===== config.mk =====
export PLATFORM = sky130hd
export DESIGN_NAME = regfile_mp_flat
export DESIGN_NICKNAME = d
export VERILOG_FILES = /design/src/rtl/regfile_pkg.sv /design/src/rtl/regfile_mp_if.sv /design/src/rtl/regfile_scoreboard.sv /design/src/rtl/regfile_mp.sv /design/src/flat_wrapper.sv
export SDC_FILE = /design/constraint.sdc
export NUM_CORES = 2
export LEC_CHECK = 0
export BUFFER_PORTS_ARGS = -buffer_cell sky130_fd_sc_hd__buf_2
export CAP_MARGIN = 25
export CORE_AREA = 2 2 453 455
export CTS_CLUSTER_SIZE = 40
export DETAILED_ROUTE_END_ITERATION = 16
export DIE_AREA = 0 0 455 457
export PLACE_DENSITY = 0.79
export SKIP_CTS_REPAIR_TIMING = 1
export SYNTH_ARGS = -nofsm -noshare
export SYNTH_HDL_FRONTEND = slang
export SYNTH_HIERARCHICAL = 1
export SYNTH_SLANG_ARGS = --single-unit

===== constraint.sdc =====
create_clock -name clk -period 3.26 [get_ports clk]
set_input_delay 0.489 -clock clk [delete_from_list [all_inputs] [get_ports clk]]
set_output_delay 0.489 -clock clk [all_outputs]
set_load 0.02 [all_outputs]

===== src/rtl/regfile_pkg.sv =====
// Shared constants and helpers for the multi-port register file with busy scoreboard.
// The optional REGFILE_MP_BYPASS_EN build adds write-to-read forwarding.
package regfile_pkg;

   localparam int unsigned DEF_DATA_W   = 64;
   localparam int unsigned DEF_ADDR_W   = 5;
   localparam int unsigned DEF_NUM_RD   = 2;
   localparam int unsigned DEF_ZERO_REG = 31;

   // One extra bit so the count can hold the full register count.
   function automatic int unsigned busy_cnt_w(input int unsigned addr_w);
      return addr_w + 1;
   endfunction

endpackage


===== src/rtl/regfile_mp_if.sv =====
// Read/write/alloc bundle between a register-file client and regfile_mp.
interface regfile_mp_if
   import regfile_pkg::*;
#(
   parameter int unsigned DATA_W = DEF_DATA_W,
   parameter int unsigned ADDR_W = DEF_ADDR_W,
   parameter int unsigned NUM_RD = DEF_NUM_RD
);
   logic [NUM_RD*ADDR_W-1:0]         rdAddr;
   logic [NUM_RD*DATA_W-1:0]         rdData;
   logic [NUM_RD-1:0]                rdBusy;
   logic                             write;
   logic [ADDR_W-1:0]                wrAddr;
   logic [DATA_W-1:0]                wrData;
   logic                             alloc;
   logic [ADDR_W-1:0]                allocAddr;
   logic [busy_cnt_w(ADDR_W)-1:0]    busyCount;

   modport master (
      output rdAddr, write, wrAddr, wrData, alloc, allocAddr,
      input  rdData, rdBusy, busyCount
   );

   modport slave (
      input  rdAddr, write, wrAddr, wrData, alloc, allocAddr,
      output rdData, rdBusy, busyCount
   );
endinterface


===== src/rtl/regfile_scoreboard.sv =====
// Busy-bit scoreboard: alloc marks a register pending, write retires it.
// Keeps a registered count of pending registers; the zero register is never busy.
module regfile_scoreboard
   import regfile_pkg::*;
#(
   parameter int unsigned ADDR_W   = DEF_ADDR_W,
   parameter int unsigned ZERO_REG = DEF_ZERO_REG
) (
   input  logic                          clk,
   input  logic                          reset,
   input  logic                          write,
   input  logic [ADDR_W-1:0]             wr_addr,
   input  logic                          alloc,
   input  logic [ADDR_W-1:0]             alloc_addr,
   output logic [(1<<ADDR_W)-1:0]        busy,
   output logic [busy_cnt_w(ADDR_W)-1:0] busy_count
);
   localparam int unsigned DEPTH = 1 << ADDR_W;
   localparam int unsigned CW    = busy_cnt_w(ADDR_W);
   localparam logic [ADDR_W-1:0] ZA = ADDR_W'(ZERO_REG);

   logic [DEPTH-1:0] busy_nxt;
   logic [CW-1:0]    count_nxt;
   logic             inc;
   logic             dec;

   // A same-cycle alloc overrides the retiring write: the new producer wins.
   always_comb begin
      busy_nxt  = busy;
      count_nxt = busy_count;
      if (write) busy_nxt[wr_addr] = 1'b0;
      if (alloc) busy_nxt[alloc_addr] = 1'b1;
      busy_nxt[ZA] = 1'b0;
      inc = alloc && (alloc_addr != ZA) && !busy[alloc_addr];
      dec = write && (wr_addr != ZA) && busy[wr_addr] &&
            !(alloc && (alloc_addr == wr_addr));
      if (inc && !dec)      count_nxt = busy_count + CW'(1);
      else if (dec && !inc) count_nxt = busy_count - CW'(1);
   end

   always_ff @(posedge clk or negedge reset) begin
      if (!reset) begin
         busy       <= '0;
         busy_count <= '0;
      end else begin
         busy       <= busy_nxt;
         busy_count <= count_nxt;
      end
   end

endmodule


===== src/rtl/regfile_mp.sv =====
// Multi-read-port register file with hardwired zero register and busy scoreboard.
// Define REGFILE_MP_BYPASS_EN to forward same-cycle write data to matching read ports.
module regfile_mp
   import regfile_pkg::*;
#(
   parameter int unsigned DATA_W   = DEF_DATA_W,
   parameter int unsigned ADDR_W   = DEF_ADDR_W,
   parameter int unsigned NUM_RD   = DEF_NUM_RD,
   parameter int unsigned ZERO_REG = DEF_ZERO_REG
) (
   input  logic          clk,
   input  logic          reset,
   regfile_mp_if.slave   bus
);
   localparam int unsigned DEPTH = 1 << ADDR_W;
   localparam logic [ADDR_W-1:0] ZA = ADDR_W'(ZERO_REG);

   logic [DATA_W-1:0] mem [DEPTH];
   logic [DEPTH-1:0]  busy;

   regfile_scoreboard #(
      .ADDR_W   (ADDR_W),
      .ZERO_REG (ZERO_REG)
   ) u_scoreboard (
      .clk        (clk),
      .reset      (reset),
      .write      (bus.write),
      .wr_addr    (bus.wrAddr),
      .alloc      (bus.alloc),
      .alloc_addr (bus.allocAddr),
      .busy       (busy),
      .busy_count (bus.busyCount)
   );

   // Storage; the zero register is never written so it stays at its reset value.
   always_ff @(posedge clk or negedge reset) begin
      if (!reset) begin
         for (int j = 0; j < int'(DEPTH); j++) mem[j] <= '0;
      end else if (bus.write && (bus.wrAddr != ZA)) begin
         mem[bus.wrAddr] <= bus.wrData;
      end
   end

   for (genvar i = 0; i < int'(NUM_RD); i++) begin : g_rd
      logic [ADDR_W-1:0] ra;
      logic              is_zero;
      assign ra      = bus.rdAddr[i*ADDR_W +: ADDR_W];
      assign is_zero = (ra == ZA);
`ifdef REGFILE_MP_BYPASS_EN
      // Forwarding is gated by reset so outputs stay zero while it is held.
      logic fwd;
      assign fwd = reset && bus.write && (bus.wrAddr == ra) && !is_zero;
      assign bus.rdData[i*DATA_W +: DATA_W] =
         fwd ? bus.wrData : (is_zero ? '0 : mem[ra]);
      assign bus.rdBusy[i] =
         fwd ? (bus.alloc && (bus.allocAddr == ra)) : (busy[ra] && !is_zero);
`else
      assign bus.rdData[i*DATA_W +: DATA_W] = is_zero ? '0 : mem[ra];
      assign bus.rdBusy[i] = busy[ra] && !is_zero;
`endif
   end

endmodule


===== src/flat_wrapper.sv =====
// flat-port wrapper written by rule: the top's interface ports become plain ports
module regfile_mp_flat import regfile_pkg::*;
#(
   parameter int unsigned DATA_W   = DEF_DATA_W,
   parameter int unsigned ADDR_W   = DEF_ADDR_W,
   parameter int unsigned NUM_RD   = DEF_NUM_RD,
   parameter int unsigned ZERO_REG = DEF_ZERO_REG
)
  (clk, reset, bus_rdAddr, bus_write, bus_wrAddr, bus_wrData, bus_alloc, bus_allocAddr, bus_rdData, bus_rdBusy, bus_busyCount);
  regfile_mp_if #(.DATA_W(DATA_W), .ADDR_W(ADDR_W), .NUM_RD(NUM_RD)) bus_i ();
  input  logic clk;
  input  logic reset;
  input wire logic [$bits(bus_i.rdAddr)-1:0] bus_rdAddr;
  input wire logic [$bits(bus_i.write)-1:0] bus_write;
  input wire logic [$bits(bus_i.wrAddr)-1:0] bus_wrAddr;
  input wire logic [$bits(bus_i.wrData)-1:0] bus_wrData;
  input wire logic [$bits(bus_i.alloc)-1:0] bus_alloc;
  input wire logic [$bits(bus_i.allocAddr)-1:0] bus_allocAddr;
  output wire logic [$bits(bus_i.rdData)-1:0] bus_rdData;
  output wire logic [$bits(bus_i.rdBusy)-1:0] bus_rdBusy;
  output wire logic [$bits(bus_i.busyCount)-1:0] bus_busyCount;
  assign bus_i.rdAddr = bus_rdAddr;
  assign bus_i.write = bus_write;
  assign bus_i.wrAddr = bus_wrAddr;
  assign bus_i.wrData = bus_wrData;
  assign bus_i.alloc = bus_alloc;
  assign bus_i.allocAddr = bus_allocAddr;
  assign bus_rdData = bus_i.rdData;
  assign bus_rdBusy = bus_i.rdBusy;
  assign bus_busyCount = bus_i.busyCount;
  regfile_mp #(.DATA_W(DATA_W), .ADDR_W(ADDR_W), .NUM_RD(NUM_RD), .ZERO_REG(ZERO_REG)) u_core (.clk(clk), .reset(reset), .bus(bus_i));
endmodule

# Word-level counts from Yosys, hierarchy flattened
# Cells that the tools add are included.
# word_totals
rom_bits	0
inputBits	88
elab_cells	104
latch_bits	0
ramBits	0
out_inout_bits	136
mem_count	0
regBits	2085
# op_classes
n_bitwise	6
n_div	0
order_cmp	10
n_eq_ne	5
shifts	0
mux	27
n_reduce_logical	20
mul	0
n_addsub	2
# ops
cell	n
2048-bit bitwise mux	1
64-bit binary-select mux with 5-bit select	2
64-bit 2-to-1 mux	7
64-bit demux with 5-bit select	1
31-bit 2-to-1 mux	2
31-bit bitwise AND	1
31-bit inverter	1
31-bit OR	1
5-bit by 6-bit less-than comparator with 1-bit output (second input constant)	4
1-bit binary-select mux with 5-bit select	4
6-bit greater-or-equal comparator (second input constant)	3
5-bit inverter with 6-bit output	3
1-bit logical AND	13
6-bit 2-to-1 mux	2
1-bit demux with 5-bit select	2
5-bit equality test (second input constant)	2
5-bit by 1-bit greater-or-equal comparator with 1-bit output (second input constant)	2
5-bit inequality test (second input constant)	2
6-bit by 1-bit adder with 6-bit output (second input constant)	1
1-bit zero test	6
6-bit by 1-bit less-than comparator with 1-bit output (second input constant)	1
1-bit 2-to-1 mux	6
6-bit by 1-bit subtractor with 6-bit output (second input constant)	1
5-bit equality test	1
2-bit nonzero test	1

# Depth between registers and ports, before layout
# depth
ltp_word	9
depth_mapped	15
mapped_depth_nobuf	13

# Hierarchy
# The synthesis kept the hierarchy.
# by_module_without_submodules
module	instances	seq_area_each_um2	cells_each	area_per_inst_um2
regfile_mp	1	51249.2	7065	108800.6
regfile_scoreboard	1	925.9	248	2371.0

# Worst setup path after synthesis
# Ideal clock, no wire load.
# synth_timing
path_type	in2reg
start	input port bus_allocAddr[1]
end	register u_core.u_scoreboard.busy_count[5]
setup_time_ns	0.132
path_buffers	2
slack_ns	0.091
stages	15
arrival_time_ns	3.038
t_required_ns	3.128
cell_sequence	buf_2 buf_4 mux2i_1 nor2_1 a31oi_1 o22ai_1 nor4_2 ha_1 inv_1 ha_1 and2_1 a22o_1 mux2i_1 o2111ai_1 xor2_1
# synth_between
elab_chain_len	7
word_cells_on_any_way	16
cone_classes	2 x eq/ne; 3 x mux; 11 x reduce/logical
# synth_lines
item	line	rtl
start, declared	flat_wrapper.sv:18	input wire logic [$bits(bus_i.allocAddr)-1:0] bus_allocAddr;
1-bit binary-select mux with 5-bit select or 5-bit equality test (tied branches)	regfile_scoreboard.sv:34, regfile_scoreboard.sv:36	
1-bit 2-to-1 mux (not written as such) or 1-bit logical AND (tied branches)	regfile_scoreboard.sv:34, regfile_scoreboard.sv:36	
1-bit zero test (on tied branches)	regfile_scoreboard.sv:34, regfile_scoreboard.sv:36	
1-bit logical AND (on tied branches)	regfile_scoreboard.sv:34, regfile_scoreboard.sv:35	
1-bit zero test (on tied branches)	regfile_scoreboard.sv:38, regfile_scoreboard.sv:37	
1-bit logical AND (on tied branches)	regfile_scoreboard.sv:38, regfile_scoreboard.sv:37	
2-bit nonzero test (no source line) or 6-bit 2-to-1 mux (tied branches)	-	
end signal, assigned	regfile_scoreboard.sv:47	busy_count <= count_nxt;
end, declared	regfile_scoreboard.sv:16	output logic [busy_cnt_w(ADDR_W)-1:0] busy_count
# Parallel ways exist; a longest one is shown, timed or not. The select of a mux whose other input is x is not followed.
# A chain may end at the register's enable or synchronous reset.

# Final worst setup path
# layout_timing
start	register u_core/mem[1352] (netlist name)
end	output port bus_rdData[72]
# layout_between
elab_chain_len	4
# layout_lines
item	line	rtl
start, declared	regfile_mp.sv:18	logic [DATA_W-1:0] mem [DEPTH];
start signal, assigned by index	regfile_mp.sv:40	mem[bus.wrAddr] <= bus.wrData;
64-bit binary-select mux with 5-bit select	regfile_mp.sv:58	assign bus.rdData[i*DATA_W +: DATA_W] = is_zero ? '0 : mem[ra];
64-bit 2-to-1 mux (not written as such) (2 in a row)	regfile_mp.sv:58	
64-bit 2-to-1 mux	regfile_mp.sv:58	
end, declared	flat_wrapper.sv:19	output wire logic [$bits(bus_i.rdData)-1:0] bus_rdData;
# No other way between the ends. The select of a mux whose other input is x is not followed.

==> impl_metrics.tcl <==
set metrics [dict create \
    status "completed" \
    synth_warnings 6 \
    worst-r2r-cell-count 12 \
    synth-seq-area-share_pct 46.93 \
    final_design_area_no_fill_mm2 0.1263 \
    drt_pass1_iterations 6 \
    crit_arrival_ns 2.77 \
    crit_path_max_fanout 3 \
    fp.dieArea_mm2 0.2079 \
    postSynth.asyncResetShare_pct 100.0 \
    cell_taking_the_most_area_after_synthesis "dfrtp_1" \
    clkSlewWorstSetupHoldPaths_ns 0.07 \
    rsz0062_at_grt "yes" \
    synthCells 7313 \
    share_comb_of_total_power_pct 22.3 \
    crit_type "flop to output port" \
    synthesis.area_mm2 0.1112 \
    setup.worst_path.end_class "output port" \
    cts-root-buf "clkbuf_16" \
    powerDensity_mw_per_mm2 612.5 \
    worst_slew_margin_rel_pct 34.34 \
    synthFlopType "dfrtp_1" \
    clock_sink_count 2085 \
    grt_max_degree 125 \
    routed_via_density 7.048 \
    routed_wirelength_um 340800 \
    cap_viol_max_count 0 \
    final_hold_vios 0 \
    total_switching_power_w 0.02149 \
    cp-start-kind "flop" \
    synth.top_cells.by_area "dfrtp_1 47%, mux4_2 20%, mux2_2 18%" \
    post-place-cells 9858 \
    port_buffers 223 \
    worst-slew-pin-transition_ns 0.9850 \
    worst_ir_drop_vdd_mv 0.5092 \
    ys_top_cells_by_count "2,085 x dfrtp_1, 1,796 x mux2_2, 1,004 x mux4_2" \
    clock_skew_ns 0.007096 \
    timing.critical_path.slowest_stage_cell "mux4_2" \
    power.share.clock_pct 32.9 \
    kind_of_path_behind_the_tightest_hold_check "input pin to flop" \
    finalNetCount 7488 \
    required_ns 2.77 \
    final_max_slew_viol_count 0 \
    synth.ff_latch_count 2085 \
    cell_internal_pwr_w 0.05587 \
    place.detailed.hpwl_um 201900 \
    synth.top_cell.area_share_pct 46.93 \
    floorplan.initialDensity_pct 54.67 \
    vias_in_the_first_global_route 75697 \
    number_of_buffers_added_by_the_clock_tree_synthesis_step 209 \
    postLayoutCoreUtil_pct 62.11 \
    wire_length_of_the_first_global_routing_pass_um 504700 \
    final_min_period_over_clock_period_pct 99.89 \
    synth_most_common_cell "dfrtp_1" \
    synthesis.area_per_instance_um2 15.20 \
    post_drt_wl_per_cell_um 33.18 \
    clock_latency_ns 0.86 \
    pin_count 224 \
    power_leakage_nw 55.54 \
    clock_tree.htree_level_count 4 \
    globalplace.congestion 0.8866 \
    swShare_pct 27.78 \
    floorplan.die.width_um 455 \
    yosysUniqueCellTypes 56 \
    critical_path.max_stage_delay_ns 0.47 \
    post_dp_cell_area_mm2 0.1183 \
    min_path_cells 4 \
    maximum_number_of_buffers_from_clock_root_to_sink 3 \
    fp.coreArea_mm2 0.2033 \
    count_of_flip_flops_with_a_built_in_enable_after_synthesis 0 \
    drcViolationCount 0 \
    synth.net_count 7407 \
    synthToLayoutAreaGrowth_pct 13.61 \
    seq_power_share_pct 44.8 \
    global_route.usage.total_pct 32.75 \
    antenna_violations_before_repair 37 \
    grt_overflow 0 \
    routed-via-count 72378 \
    post_route_cells_drive_above_1_share_pct 52.17 \
    critical_path.cell_chain "mux4_2 > a211oi_1 > o21ai_0 > and3_1 > buf_2" \
    cts_tree "done" \
    die_height_um 457 \
    post_route_antenna_net_violation_count 0 \
    drtIter0Drc 7379 \
    instances_no_fill 10269 \
    achievable-frequency_ghz 0.3071 \
    timing.final.crit_period_ns 3.257 \
    number_of_setup_violations_in_the_final_report 0 \
    rows 166 \
]
-- area by class of cell --
class / instances / area [um^2]
fill: 14011 / 77040
multi-input combinational: 4299 / 55660
sequential: 2085 / 52180
timing repair buffer: 698 / 7408
clock buffer: 316 / 6264
tap: 2688 / 3363
clock inverter: 70 / 1011
inverter: 101 / 389.1
antenna: 12 / 30.03
-- power groups by stage --
stage / Combinational, W / Sequential (W) / Clock, W
2_1_floorplan: 0.0124 / 0.0336 / 0
3_3_place_gp: 0.0162 / 0.0343 / 0
3_5_place_dp: 0.0168 / 0.0349 / 0
4_1_cts: 0.0169 / 0.0345 / 0.0257
5_1_grt: 0.0183 / 0.0352 / 0.0268
6_report: 0.0173 / 0.0346 / 0.0255
-- critical path, delay by kind of cell (launching register included) --
kind / cells / cell delay (ns)
AO/OA/AOI/OAI: 2 / 0.44
buffers and inverters: 1 / 0.22
multiplexers: 1 / 0.47
flip-flops: 1 / 0.41
AND/OR/NAND/NOR: 1 / 0.34
-- sequential cells by signal (all words and copies together) (netlist names) --
| register | flops |
|---|---|
| u_core/u_scoreboard/busy_count | 6 |
| u_core/mem | 2048 |
| u_core/u_scoreboard/busy | 31 |
-- final timing paths --
path | start | slack, ns | endpoint
worst max register to register | u_core/u_scoreboard/busy[15] | 0.19 | u_core/u_scoreboard/busy_count[5]
min in group asynchronous | reset | 0.20 | u_core/mem[1679]
worst max-delay path | u_core/mem[1352] | 0.003 | bus_rdData[72]
max in group asynchronous | reset | 1.75 | u_core/mem[1760]
worst min register to register | u_core/mem[52] | 0.39 | u_core/mem[52]
worst min-delay path | bus_allocAddr[4] | 0.11 | u_core/u_scoreboard/busy[24]
-- kinds of logic after synthesis --
kind of cell	Yosys count	share of synthesized area, %
AO/OA/AOI/OAI	582	3.380
other	1	0.003373
buffers and inverters	929	3.571
flip-flops	2085	46.93
multiplexers	3470	44.81
AND/OR/NAND/NOR	231	1.158
XOR/XNOR	9	0.07091
adder cells (fa/ha/maj)	6	0.07428
-- through the flow --
stage	setup WS, ns	hold WS, ns	TNS [ns]	power, W
after floorplan	0.09094	0.1934	0	0.04604
after CTS	-0.2730	-0.4261	-2.102	0.07706
after detailed placement	-0.1972	0.3852	-0.5314	0.05167
after global placement	-0.2069	0.3753	-0.5674	0.05054
final	0.003484	0.1132	0	0.07736
after global routing	-0.04228	0.1219	-0.1084	0.08026
-- cells in the final DEF, fill, tap and decap left out, types with 47 or more instances in the layout --
cell type / n
a211oi_1: 47
a21oi_1: 72
a22oi_1: 65
and3_1: 59
buf_12: 193
buf_2: 198
buf_4: 282
clkbuf_16: 213
clkbuf_8: 62
dfrtp_1: 2085
inv_1: 83
mux2_1: 206
mux2_2: 1796
mux2i_1: 463
mux4_2: 1004
o21ai_0: 96
o21ai_1: 48
o221ai_1: 67
o22ai_1: 119
-- metal layers --
metal / track usage, % / wire, um / share of wire [%]
met1: 44.01 / 127500 / 37
met2: 50.23 / 159100 / 47
met3: 7.257 / 34280 / 10
met4: 17.10 / 19680 / 5.8
met5: 0 / 190 / 0.056
No activity file was read; power rests on OpenSTA's default activity.
